[src/rtl/latch_bus_arbiter.sv]
// Round-robin sequencer for a bank of transparent tri-state latches sharing one 8-bit bus.
// Optional macro LATCH_BUS_ARBITER_TURNAROUND_EN adds a one-cycle all-high-Z TURN state.
module latch_bus_arbiter #(
  parameter int unsigned NREQ         = 4,
  parameter int unsigned DRIVE_CYCLES = 2
) (
  input  logic            clk,
  input  logic            reset,
  input  logic [NREQ-1:0] REQ,
  output logic [NREQ-1:0] HOLD_N,
  output logic [NREQ-1:0] OENB_N,
  output logic [NREQ-1:0] GNT,
  output logic [NREQ-1:0] ACK,
  output logic            BUSY
);

  localparam int unsigned PW = (NREQ > 1) ? $clog2(NREQ) : 1;
  localparam int unsigned CW = 4;

  typedef enum logic [1:0] {StIdle, StLatch, StDrive, StTurn} state_e;

  state_e          r_state, w_state_d;
  logic [PW-1:0]   r_ptr, w_ptr_d;
  logic [PW-1:0]   r_idx, w_idx_d;
  logic [PW-1:0]   w_win;
  logic [PW:0]     w_sum;
  logic            w_found;
  logic [CW-1:0]   r_cnt, w_cnt_d;
  logic [NREQ-1:0] w_onehot;
  logic [NREQ-1:0] r_hold_n, w_hold_n_d;
  logic [NREQ-1:0] r_oenb_n, w_oenb_n_d;
  logic [NREQ-1:0] r_gnt, w_gnt_d;
  logic [NREQ-1:0] r_ack, w_ack_d;
  logic            r_busy, w_busy_d;

  // First requester at or above the pointer, wrapping modulo NREQ.
  always_comb begin
    w_found = 1'b0;
    w_win   = '0;
    w_sum   = '0;
    for (int unsigned k = 0; k < NREQ; k++) begin
      w_sum = {1'b0, r_ptr} + (PW+1)'(k);
      if (w_sum >= (PW+1)'(NREQ)) w_sum = w_sum - (PW+1)'(NREQ);
      if (!w_found && REQ[w_sum[PW-1:0]]) begin
        w_found = 1'b1;
        w_win   = w_sum[PW-1:0];
      end
    end
  end

  always_ff @(posedge clk) begin
    if (reset) begin
      r_state  <= StIdle;
      r_ptr    <= '0;
      r_idx    <= '0;
      r_cnt    <= '0;
      r_hold_n <= '0;
      r_oenb_n <= '1;
      r_gnt    <= '0;
      r_ack    <= '0;
      r_busy   <= 1'b0;
    end else begin
      r_state  <= w_state_d;
      r_ptr    <= w_ptr_d;
      r_idx    <= w_idx_d;
      r_cnt    <= w_cnt_d;
      r_hold_n <= w_hold_n_d;
      r_oenb_n <= w_oenb_n_d;
      r_gnt    <= w_gnt_d;
      r_ack    <= w_ack_d;
      r_busy   <= w_busy_d;
    end
  end

  always_comb begin
    w_state_d = r_state;
    w_idx_d   = r_idx;
    w_cnt_d   = r_cnt;
    w_ptr_d   = r_ptr;
    unique case (r_state)
      StIdle: begin
        if (w_found) begin
          w_state_d = StLatch;
          w_idx_d   = w_win;
        end
      end
      StLatch: begin
        w_state_d = StDrive;
        w_cnt_d   = CW'(DRIVE_CYCLES - 1);
      end
      StDrive: begin
        if (r_cnt == '0) begin
          w_ptr_d = (r_idx == PW'(NREQ - 1)) ? '0 : r_idx + 1'b1;
`ifdef LATCH_BUS_ARBITER_TURNAROUND_EN
          w_state_d = StTurn;
`else
          w_state_d = StIdle;
`endif
        end else begin
          w_cnt_d = r_cnt - 1'b1;
        end
      end
      StTurn:  w_state_d = StIdle;
      default: w_state_d = StIdle;
    endcase
  end

  // Outputs are decoded from the next state so they register alongside it.
  always_comb begin
    w_onehot   = {{(NREQ-1){1'b0}}, 1'b1} << w_idx_d;
    w_gnt_d    = (w_state_d != StIdle) ? w_onehot : '0;
    w_hold_n_d = (w_state_d == StLatch) ? w_onehot : '0;
    w_oenb_n_d = (w_state_d == StDrive) ? ~w_onehot : '1;
    w_ack_d    = (w_state_d == StDrive && w_cnt_d == '0) ? w_onehot : '0;
    w_busy_d   = (w_state_d != StIdle);
  end

  assign HOLD_N = r_hold_n;
  assign OENB_N = r_oenb_n;
  assign GNT    = r_gnt;
  assign ACK    = r_ack;
  assign BUSY   = r_busy;

endmodule
[config.mk]
export PLATFORM = sky130hd
export DESIGN_NAME = latch_bus_arbiter
export DESIGN_NICKNAME = d
export VERILOG_FILES = /design/src/rtl/latch_bus_arbiter.sv
export SDC_FILE = /design/constraint.sdc
export NUM_CORES = 1
export LEC_CHECK = 0
export CORE_ASPECT_RATIO = 0.6
export CORE_MARGIN = 1
export CORE_UTILIZATION = 51
export DETAILED_ROUTE_END_ITERATION = 8
export PLACE_DENSITY = 0.87
export SYNTH_ARGS = -nofsm -noshare
export SYNTH_HDL_FRONTEND = slang
export SYNTH_SLANG_ARGS = --single-unit
[constraint.sdc]
create_clock -name clk -period 2.9 [get_ports clk]
set_clock_uncertainty 0.05 [all_clocks]
set_input_delay 0.58 -clock clk [delete_from_list [all_inputs] [get_ports clk]]
set_output_delay 0.58 -clock clk [all_outputs]
set_load 0.005 [all_outputs]
==> results.py <==
metrics = {
    "job": {
        "drv_cap": 0,
    },
    "layout": {
        "layout-drive-gt1-share": 0.09884,
        "area_growth_pct": 25.07,
        "fill_cells": 171,
        "fin_nets": 185,
        "antenna_cells": 0,
    },
    "yosys": {
        "synth.cell_area_um2": 1267,
        "ys_seq_elements": 27,
        "syn_area_per_cell_um2": 8.681,
        "yosysTopAreaCell": "dfxtp_1",
        "synth_cell_types": 39,
        "ys_warn_count": 0,
        "yosysSeqAreaShare": 0.4265,
        "yosysMostFrequentCell": "dfxtp_1",
        "synth_commonest_cells": "dfxtp_1, nor2_1, nand2_1",
        "synth_cells": 146,
        "async_flop_share": 0,
        "synth_edf_count": 0,
        "synthTopCellsByArea": "dfxtp_1, ha_1, nor2_1",
        "synth_fp_nets": 158,
        "synth_flop_cell": "dfxtp_1",
        "yosysTopAreaCellShare": 0.4265,
    },
    "setup_path": {
        "cp.required_ns": 3.06,
        "worstPathCellList": "inv_1, ha_1, or4b_2, mux2_2, o21ai_0, nand4_2, nor2_1",
        "rrSetupSlack_ns": 0.21,
        "cp_max_fo": 9,
        "setup.worst_path.start": "r_state[0]",
        "r2r_start": "r_state[0]",
        "cp_slowest_cell": "or4b_2",
        "rr_worst_depth": 7,
        "startpoint_type": "flop",
        "slowest_delay_ns": 0.64,
        "crit_arrival_ns": 2.85,
        "end_kind": "flop",
        "path_class": "reg2reg",
        "rr_endpoint": "ACK[2]",
        "crit_path_end": "ACK[2]",
    },
    "floorplan": {
        "die_w_um": 66.36,
        "dieArea_um2": 2695,
        "fp-row-count": 13,
        "start_util": 0.5606,
        "die_height_um": 40.62,
        "core_area_um2": 2261,
        "io_pins": 23,
    },
    "detailed_routing": {
        "postRouteAntennaNets": 0,
        "vias_per_cell": 5.817,
        "wl_met1_mm": 1.335,
        "wl_mm": 2.940,
        "wl_per_cell_um": 14.55,
        "wl_met2_mm": 1.304,
        "drc_errors": 0,
        "met3_length_um": 242,
        "vias": 1175,
        "drt-initial-drc-count": 66,
        "maxUsedRoutingLayer": "met4",
        "drt-pass1-iter-count": 4,
    },
    "clock_tree": {
        "clockRootBuffer": "clkbuf_8",
        "cts-htree-levels": 1,
        "clockBufferDepth": 2,
        "post_cts_buffers": 0,
        "cts_buffers": 3,
        "cts_tree": "yes",
        "clk_pin_slew_worst_paths_ns": 0.09,
        "cts_hold_buffers": 0,
        "cts.sinks": 27,
        "clk_latency_ns": 0.28,
        "cts_resized": 0,
    },
    "timing": {
        "maxSlewHeadroom": 0.6706,
        "slew_violations": 0,
        "tightest_slew_ns": 0.4919,
        "period_needed_ns": 2.688,
        "tns_ns": 0,
        "setup_viol": 0,
        "timing.final.crit_share": 0.9268,
        "hold_viol_final": 0,
        "fmax_ghz": 0.3721,
        "rsz0062_at_grt": "no",
        "hold_slack_ns": 0.4925,
    },
    "global_route": {
        "antenna_found_initial": 0,
        "grt_max_degree": 17,
        "grt_pass1_vias": 978,
        "grt_pass1_wl_mm": 4.498,
        "grt_remaining_overflow": 0,
        "grt_usage": 0.2348,
    },
    "hold_path": {
        "hold_path.class": "reg2reg",
        "min_path_cells": 2,
    },
    "power": {
        "vdd_drop_max_v": 0.0003522,
        "power_density_nw_per_um2": 506.8,
        "p_leak_nw": 0.6102,
    },
    "placed_design": {
        "dp_hpwl_mm": 2.208,
        "place_congestion": 0.8453,
        "portBuffers": 22,
    },
    "outcome": {
        "outcome": "finished clean",
    },
}
## worst min path at each step
stage | start | to
3_5_place_dp | r_state[0] | r_state[0]
3_3_place_gp | r_ptr[1] | r_ptr[1]
5_1_grt | r_state[0] | r_state[0]
4_1_cts | r_state[0] | r_state[0]
6_report | r_state[0] | r_state[0]
2_1_floorplan | r_ptr[1] | r_ptr[1]
## per-layer routing
layer,track usage,up-vias
li1,-,566
met5,0,-
met2,0.3724,64
met3,0.04444,8
met1,0.3176,537
met4,0.1117,0
## worst max-delay path: cells and delay by family, from the launching register on
family	cells	cell delay, ns
buffers and inverters	1	0.15
adders and majority gates	1	0.46
and+or+nand+nor	3	0.95
DFF	1	0.45
AOI/OAI and AO/OA	1	0.27
muxes	1	0.29
## logic make-up (layout without fill, tap and decap cells)
kind of cell | Yosys count | count (layout) | share of synthesized area
flops | 27 | 27 | 0.4265
simple gates | 65 | 65 | 0.2794
compound gates | 34 | 34 | 0.1876
mux | 1 | 1 | 0.008884
fa+ha+maj | 6 | 6 | 0.05923
buf+inv | 13 | 39 | 0.03850
## placed cells by master (no fill, tap or decap), types with 2 or more instances in the layout
cell type and instances:
dfxtp_1 27, o211ai_1 2, buf_4 3, a21oi_1 10
nand2_1 16, o31ai_1 3, or4_4 2, nor2b_1 6
o21ai_0 7, nor3_1 2, nand2b_1 3, a31oi_1 2
clkdlybuf4s50_1 22, nand4_1 2, inv_1 10, and2_1 3
nor2_1 17, clkbuf_8 3, ha_1 6, nor3b_1 3
nand3_1 2
## cell type report
cell class / count / area, um^2 / share of cell area
clock inverters: 1 / 7.507 / 0.004736
clock buffers: 3 / 41.29 / 0.02605
multi-input cells: 106 / 678.2 / 0.4278
inverters: 10 / 37.54 / 0.02368
repair buffers: 25 / 242.7 / 0.1531
flip-flops and latches: 27 / 540.5 / 0.3410
well taps: 30 / 37.54 / 0.02368
## through the flow
stage	area, um^2	total power, mW	cells	utilization	worst slack (ns)
after floorplan	1267	0.5203	146	-	0.5725
after global placement	1536	0.5788	198	0.6796	0.1638
after detailed placement	1536	0.5879	198	0.6796	0.09713
after CTS	1585	0.8021	202	0.7012	0.2534
after global routing	1585	0.8428	202	0.7012	0.009579
final	1585	0.8034	202	0.7012	0.2122
## state kept, by name (all words and copies together) (netlist names)
| signal | flops |
|---|---|
| ACK | 4 |
| GNT | 4 |
| HOLD_N | 4 |
| OENB_N | 4 |
| r_cnt | 4 |
| r_idx | 2 |
| r_ptr | 2 |
| r_state | 2 |
| BUSY | 1 |
## where the power goes
part / switching [mW] / internal, mW
clock: 0.121 / 0.0977
sequential: 0.0142 / 0.390
combinational: 0.0988 / 0.0821
(Power assumes the default switching activity.)
